--- src/rtl/mig_tt_sweeper_if.sv ---
// Handshake and FUT-drive bundle for the truth-table sweeper.
// The slave modport is the sweeper itself; master is whoever starts sweeps,
// supplies the FUT output and consumes the result.
interface mig_tt_sweeper_if #(
    parameter int unsigned NVARS = 7
);
    logic                    start;
    logic [2**NVARS-1:0]     exp_tt;
    logic                    busy;
    logic [NVARS-1:0]        x_out;
    logic                    f_in;
    logic                    tt_valid;
    logic                    tt_ready;
    logic [2**NVARS-1:0]     tt_data;
    logic [NVARS:0]          ones;
    logic                    match;

    modport master (
        output start, exp_tt, f_in, tt_ready,
        input  busy, x_out, tt_valid, tt_data, ones, match
    );

    modport slave (
        input  start, exp_tt, f_in, tt_ready,
        output busy, x_out, tt_valid, tt_data, ones, match
    );
endinterface

--- src/rtl/mig_tt_sweeper.sv ---
// Sequential truth-table extractor: walks all 2^NVARS minterms through an
// attached function under test, collects the output into a table, counts its
// ones and compares it with an expected table captured at start.
module mig_tt_sweeper #(
    parameter int unsigned LATENCY = 0,
    parameter int unsigned NVARS   = 7
) (
    input logic              clk,
    input logic              rst,
    mig_tt_sweeper_if.slave  bus
);
    localparam int unsigned TW = 2**NVARS;
    localparam logic [NVARS-1:0] LastIdx = '1;

    typedef enum logic [1:0] {StIdle, StSweep, StDrain, StDone} state_e;

    state_e            state_q, state_d;
    logic [NVARS-1:0]  x_out_q, x_out_d;
    logic [TW-1:0]     tt_data_q, tt_data_d;
    logic [TW-1:0]     exp_q, exp_d;
    logic [NVARS:0]    ones_q, ones_d;

    // Sample strobe and table index, aligned to the FUT's pipeline depth
    logic              samp_valid;
    logic [NVARS-1:0]  samp_idx;

    generate
        if (LATENCY == 0) begin : g_comb_fut
            assign samp_valid = (state_q == StSweep);
            assign samp_idx   = x_out_q;
        end else begin : g_pipe_fut
            logic [LATENCY-1:0]            pv_q;
            logic [LATENCY-1:0][NVARS-1:0] pi_q;

            // Shift the driven index along with a valid bit to match FUT latency
            always_ff @(posedge clk) begin
                if (rst) begin
                    pv_q <= '0;
                    pi_q <= '0;
                end else begin
                    pv_q[0] <= (state_q == StSweep);
                    pi_q[0] <= x_out_q;
                    for (int unsigned i = 1; i < LATENCY; i++) begin
                        pv_q[i] <= pv_q[i-1];
                        pi_q[i] <= pi_q[i-1];
                    end
                end
            end

            assign samp_valid = pv_q[LATENCY-1];
            assign samp_idx   = pi_q[LATENCY-1];
        end
    endgenerate

    // State and datapath registers
    always_ff @(posedge clk) begin
        if (rst) begin
            state_q   <= StIdle;
            x_out_q   <= '0;
            tt_data_q <= '0;
            exp_q     <= '0;
            ones_q    <= '0;
        end else begin
            state_q   <= state_d;
            x_out_q   <= x_out_d;
            tt_data_q <= tt_data_d;
            exp_q     <= exp_d;
            ones_q    <= ones_d;
        end
    end

    // Next-state: sweep sequencing, handshake and sample capture
    always_comb begin
        state_d   = state_q;
        x_out_d   = x_out_q;
        tt_data_d = tt_data_q;
        exp_d     = exp_q;
        ones_d    = ones_q;

        unique case (state_q)
            StIdle: begin
                if (bus.start) begin
                    state_d   = StSweep;
                    exp_d     = bus.exp_tt;
                    tt_data_d = '0;
                    ones_d    = '0;
                    x_out_d   = '0;
                end
            end
            StSweep: begin
                // x_out parks on the last index through drain and done
                if (x_out_q == LastIdx) begin
                    state_d = (LATENCY == 0) ? StDone : StDrain;
                end else begin
                    x_out_d = x_out_q + 1'b1;
                end
            end
            StDrain: begin
                if (samp_valid && (samp_idx == LastIdx)) begin
                    state_d = StDone;
                end
            end
            StDone: begin
                if (bus.tt_ready) begin
                    state_d = StIdle;
                    x_out_d = '0;
                end
            end
            default: state_d = StIdle;
        endcase

        if (samp_valid) begin
            tt_data_d[samp_idx] = bus.f_in;
            ones_d              = ones_q + (NVARS+1)'(bus.f_in);
        end
    end

    assign bus.busy     = (state_q == StSweep) || (state_q == StDrain);
    assign bus.tt_valid = (state_q == StDone);
    assign bus.x_out    = x_out_q;
    assign bus.tt_data  = tt_data_q;
    assign bus.ones     = ones_q;
    // Gated by valid so the idle/reset value is 0 even though both tables are 0
    assign bus.match    = (state_q == StDone) && (tt_data_q == exp_q);
endmodule
--- src/flat_wrapper.sv ---
// flat-port wrapper written by rule: the top's interface ports become plain ports
module mig_tt_sweeper_flat 
#(
    parameter int unsigned LATENCY = 0,
    parameter int unsigned NVARS   = 7
)
  (clk, rst, bus_start, bus_exp_tt, bus_f_in, bus_tt_ready, bus_busy, bus_x_out, bus_tt_valid, bus_tt_data, bus_ones, bus_match);
  mig_tt_sweeper_if #(.NVARS(NVARS)) bus_i ();
  input logic clk;
  input logic rst;
  input wire logic [$bits(bus_i.start)-1:0] bus_start;
  input wire logic [$bits(bus_i.exp_tt)-1:0] bus_exp_tt;
  input wire logic [$bits(bus_i.f_in)-1:0] bus_f_in;
  input wire logic [$bits(bus_i.tt_ready)-1:0] bus_tt_ready;
  output wire logic [$bits(bus_i.busy)-1:0] bus_busy;
  output wire logic [$bits(bus_i.x_out)-1:0] bus_x_out;
  output wire logic [$bits(bus_i.tt_valid)-1:0] bus_tt_valid;
  output wire logic [$bits(bus_i.tt_data)-1:0] bus_tt_data;
  output wire logic [$bits(bus_i.ones)-1:0] bus_ones;
  output wire logic [$bits(bus_i.match)-1:0] bus_match;
  assign bus_i.start = bus_start;
  assign bus_i.exp_tt = bus_exp_tt;
  assign bus_i.f_in = bus_f_in;
  assign bus_i.tt_ready = bus_tt_ready;
  assign bus_busy = bus_i.busy;
  assign bus_x_out = bus_i.x_out;
  assign bus_tt_valid = bus_i.tt_valid;
  assign bus_tt_data = bus_i.tt_data;
  assign bus_ones = bus_i.ones;
  assign bus_match = bus_i.match;
  mig_tt_sweeper #(.LATENCY(LATENCY), .NVARS(NVARS)) u_core (.clk(clk), .rst(rst), .bus(bus_i));
endmodule
--- config.mk ---
export PLATFORM = sky130hd
export DESIGN_NAME = mig_tt_sweeper_flat
export DESIGN_NICKNAME = d
export VERILOG_FILES = /design/src/rtl/mig_tt_sweeper_if.sv /design/src/rtl/mig_tt_sweeper.sv /design/src/flat_wrapper.sv
export SDC_FILE = /design/constraint.sdc
export NUM_CORES = 1
export LEC_CHECK = 0
export BUFFER_PORTS_ARGS = -buffer_cell sky130_fd_sc_hd__buf_4
export CAP_MARGIN = 20
export CORE_ASPECT_RATIO = 1.4
export CORE_UTILIZATION = 59
export CTS_CLUSTER_SIZE = 28
export DETAILED_ROUTE_END_ITERATION = 10
export GPL_TIMING_DRIVEN = 0
export PLACE_DENSITY = 0.94
export SYNTH_ARGS = -nofsm -noshare
export SYNTH_HDL_FRONTEND = slang
export SYNTH_SLANG_ARGS = --single-unit
export TNS_END_PERCENT = 20
--- constraint.sdc ---
create_clock -name clk -period 5 [get_ports clk]
set_input_delay 1 -clock clk [delete_from_list [all_inputs] [get_ports clk]]
set_output_delay 1 -clock clk [all_outputs]
set_load 0.01 [all_outputs]
# [Yosys cells after proc, flatten, opt, wreduce, memory -nomap -nowiden]
# Index checks and enable logic that the tools add are counted.
[op_classes] n_addsub=2 order_cmp=2 eq_ne=10 n_mux=18 n_reduce_logical=12
[ops] operator="2-to-1 mux 128 bit" n=3
[ops] operator="bitwise mux 128 bit" n=1
[ops] operator="== test 128 bit" n=1
[ops] operator="2-to-1 mux 8 bit" n=3
[ops] operator="2-to-1 mux 7 bit" n=3
[ops] operator="case mux 7 bit (3 select lines)" n=1
[ops] operator="adder 8 x 1 -> 8 bit" n=1
[ops] operator="< comparator 7 x 8 -> 1 bit, second input constant" n=1
[ops] operator="2-to-1 mux 2 bit" n=4
[ops] operator="inequality test 2 bit, second input constant" n=4
[ops] operator="case mux 2 bit (4 select lines)" n=1
[ops] operator="AND reduction 4 bit" n=2
[ops] operator="adder 7 x 1 -> 7 bit, second input constant" n=1
[ops] operator="demux 1 bit (select 7 bit)" n=1
[ops] operator="== test 7 bit, second input constant" n=1
[ops] operator=">= comparator 7 x 1 -> 1 bit, second input constant" n=1
[ops] operator="== test 2 bit, second input constant" n=2
[ops] operator="AND reduction 2 bit" n=2
[ops] operator="nonzero test 2 bit" n=2
[ops] operator="logical AND 1 bit" n=3
[ops] operator="nonzero test 3 bit" n=1
[ops] operator="== test 2 x 1 -> 1 bit, second input constant" n=1
[ops] operator="zero test 2 bit" n=1
[ops] operator="inequality test 2 x 1 -> 1 bit, second input constant" n=1
[ops] operator="2 further kinds" n=2
[totals] ff_bits=273 input_bits=133 output_inout_bits=146 word_cells=49

# [Depth between registers and ports, before layout]
[logic_depth] ltp_word=6 ltp_mapped=9 ltp_nobuf=7

# [Least setup slack after synthesis]
# OpenSTA, ideal clock, no wires.
[synth_path] kind="reg-to-output" from="reg u_core.tt_data_q[94] (netlist: u_core.bus.tt_data[94])" to="out bus_match" arrival_ns=1.651 required_ns=4.000 slack_ns=2.349 path_stages_with_launch=6 n_path_buf=0 path_cell_list="dfxtp_1 -> nor2b_1 -> a2111o_1 -> nor4_1 -> nand4_1 -> nor4_1"
[synth_via] elab_chain_cells=2
[synth_rtl] item="start, declared" line="mig_tt_sweeper.sv:19" source="logic [TW-1:0] tt_data_q, tt_data_d;"
[synth_rtl] item="start signal, assigned" line="mig_tt_sweeper.sv:66" source="tt_data_q <= tt_data_d;"
[synth_rtl] item="== test 128 bit" line="mig_tt_sweeper.sv:124" source="assign bus.match = (state_q == StDone) && (tt_data_q == exp_q);"
[synth_rtl] item="logical AND 1 bit" line="mig_tt_sweeper.sv:124"
[synth_rtl] item="end, declared" line="flat_wrapper.sv:20" source="output wire logic [$bits(bus_i.match)-1:0] bus_match;"
# Every way passes these cells.

# [Worst setup path after layout]
[layout_path] from="reg u_core.tt_data_q[48] (netlist: u_core.bus.tt_data[48])" to="out bus_match"
# The elaborated chain is that of the path after synthesis.

==> reports/qor.yml <==
num_rows: 62
antenna_found_initial: 3
area_delta_synth_final_pct: 27.6
r2r_cells: 8
yosysSeqAreaShare_pct: 44.3
die_w_um: 124
fill_cells: 1456
ys_types: 46
initial_core_util_pct: 60.2
die_h_um: 173
synth_top_cell_area_share_pct: 44.3
drc: 0
grt_remaining_overflow: 0
max_slew_margin_pct: 20.2
cts_hold_buf: 0
final_nets: 2002
port_buffers: 277
final.setup.tns_ns: 0
fmax_ghz: 0.242
regArea_um2: 5470
grt_max_degree: 16
multi_input_area_um2: 6260
worst_slew_pin_slew_ns: 1.19
tritoncts: "done"
r2r-end: "u_core.exp_q[34]"
ir_worst_vdd_mv: 0.376
period_needed_ns: 4.14
drv_cap: 0
async_flop_share_pct: 0
grt_pass1_vias: 13760
wl_per_cell_um: 26.9
insertion_delay_ns: 0.56
syn_area_um2: 12300
yosysWarnings: 0
hold_depth: 2
viasPerCell: 6.72
cts.path.max_buffers: 3
p_clk_share_pct: 34.4
ff2ff_setup_slack_ns: 1.91
drive_above_1_share_pct: 18.5
clk_pin_slew_ns: 0.07
wirelength_um: 57600
fin_crit_sh_pct: 82.7
final_cell_mix: "285 x nand2_1, 281 x buf_4, 273 x dfxtp_1, 267 x a21oi_1, 147 x nand3_1"
setup_viol: 0
cts_resized: 0
path_max_fanout: 3
p_leak_nw: 5.89
cp_slowest_stage_delay_ns: 0.89
die-area_um2: 21500
hold_viol: 0
outcome: "finished clean"
final_common_cell: "nand2_1"
fp.coreArea_um2: 20500
track_usage_pct: 52.8
seq_power_share_pct: 39.4
share_comb_of_total_power_pct: 26.2
dp_hpwl_um: 42400
cts_buffers: 27
finClkSkew_ns: 0.0206
place_congestion: 1.06
antenna_left: 0
synthTopCellsByArea: "dfxtp_1 44%, a21oi_1 11%, nand2_1 8.7%"
hold_end: "u_core.exp_q[73]"
p_switching_mw: 2.36
slowest_stage: "xnor2_1"
worst_setup_path_end_kind: "output pin"
clock_sinks: 273
synth_top_area_cell: "dfxtp_1"
post_cts_buffers: 0
hold_class: "reg2reg"
cts_htree_levels: 1
fin_util_pct: 76.8
synth_flop_cell: "dfxtp_1"
first_pass_iters: 8
hp-start: "u_core.exp_q[73]"
slew_violations: 0
drtIter0Drc: 2031
cts_root_buf: "clkbuf_16"
r2r-start: "u_core.state_q[0]"
vias: 14378
holdWs_ns: 0.467
crit_required_ns: 4.00
path_class: "reg2out"
io_pins: 279
p_int_mw: 4.26
synth-edff-count: 0
ys_ff_latch: 273
synth_cells: 1551
cp-start-kind: "flip-flop"
swShare_pct: 35.7
cellPowerDensity_nw_per_um2: 421
synth_nets: 1693
grt_setup_unrepaired: "no"
worstPathCellList: "xnor2_1, nand4_1, nor4_1, nand4_1, nor4_1, buf_4"
syn_area_per_cell_um2: 7.95
grt_pass1_wl_um: 82500
worstPathArrival_ns: 3.14
==> cell usage after synthesis, types with 2 or more instances <==
| cell type | count |
|---|---|
| nor2b_1 | 40 |
| a2111o_1 | 11 |
| buf_2 | 6 |
| and2_1 | 3 |
| o21ai_0 | 5 |
| buf_4 | 2 |
| o221ai_1 | 2 |
| nor4_1 | 13 |
| inv_1 | 40 |
| nand3_1 | 147 |
| dfxtp_1 | 273 |
| a22o_1 | 3 |
| ha_1 | 9 |
| nor3_1 | 9 |
| or2_2 | 5 |
| and3_1 | 2 |
| o2111ai_1 | 7 |
| nor2_1 | 30 |
| a21oi_1 | 267 |
| a22oi_1 | 2 |
| xor2_1 | 8 |
| or3_1 | 3 |
| o22ai_1 | 10 |
| mux2_2 | 2 |
| clkbuf_1 | 103 |
| xnor2_1 | 64 |
| o211ai_1 | 128 |
| nor3_2 | 3 |
| nand2_1 | 285 |
| nand4_1 | 23 |
| nand2b_1 | 29 |
| buf_1 | 3 |
==> metrics by stage <==
| step | instances | worst slack (ns) | total power, mW | area [µm²] |
|---|---|---|---|---|
| 2_1_floorplan | 1551 | 2.35 | 3.54 | 12300 |
| 3_3_place_gp | 2084 | 1.63 | 4.20 | 14700 |
| 3_5_place_dp | 2087 | 1.73 | 4.25 | 14800 |
| 4_1_cts | 2136 | 1.18 | 6.47 | 15700 |
| 5_1_grt | 2136 | 0.788 | 6.75 | 15700 |
| 6_report | 2138 | 0.863 | 6.62 | 15700 |
==> logic make-up after synthesis <==
logic type / share of synthesized area [%]
xor gates and xnor gates: 5.11
and+or+nand+nor: 22.5
DFF: 44.3
adders and majority gates: 0.913
buffers and inverters: 4.90
AOI/OAI and AO/OA: 21.9
muxes: 0.264
==> worst max-delay path, delay by kind of cell, from the launching register on <==
family	cells	cell delay (ns)
buf+inv	1	0.21
flops	1	0.36
simple gates	4	1.12
xor+xnor	1	0.89
==> power by group through the flow <==
stage	Sequential [mW]	Clock [mW]	Combinational, mW
2_1_floorplan	2.56	0	0.983
3_3_place_gp	2.62	0	1.57
3_5_place_dp	2.63	0	1.61
4_1_cts	2.59	2.24	1.64
5_1_grt	2.62	2.33	1.81
6_report	2.61	2.28	1.74
==> worst max path at each step <==
stage                                 start          endpoint  slack, ns  cells after the start
finish               u_core.bus.tt_data[48]         bus_match       0.86                      6
global route         u_core.bus.tt_data[48]         bus_match       0.79                      6
CTS                 u_core.bus.tt_data[117]         bus_match       1.18                      6
detailed placement                bus_start  u_core.exp_q[26]       1.73                      7
global placement    u_core.bus.tt_data[117]         bus_match       1.63                      6
floorplan            u_core.bus.tt_data[94]         bus_match       2.35                      5
==> sequential cells by signal, indices dropped and copies added (netlist names) <==
name,flops
u_core.state_q,2
u_core.bus.x_out,7
u_core.bus.tt_data,128
u_core.bus.ones,8
u_core.exp_q,128
==> layer usage <==
metal | up-vias | share of wire [%] | track usage, %
met5 | - | 0.049 | 0
met4 | 4 | 11 | 47.2
met3 | 395 | 13 | 21.1
met2 | 1238 | 44 | 80.1
met1 | 6648 | 31 | 55.1
li1 | 6093 | - | -
==> layout make-up <==
| cell class | count | share of cell area [%] |
|---|---|---|
| multi-input combinational | 1123 | 39.8 |
| clock inverter | 14 | 1.37 |
| timing repair buffer | 280 | 13.3 |
| sequential | 273 | 34.7 |
| clock buffer | 35 | 4.87 |
| buffer | 115 | 2.89 |
| antenna | 2 | 0.0318 |
| tap | 256 | 2.04 |
| inverter | 40 | 0.954 |
Note: power is estimated with default switching activity, not from simulation.
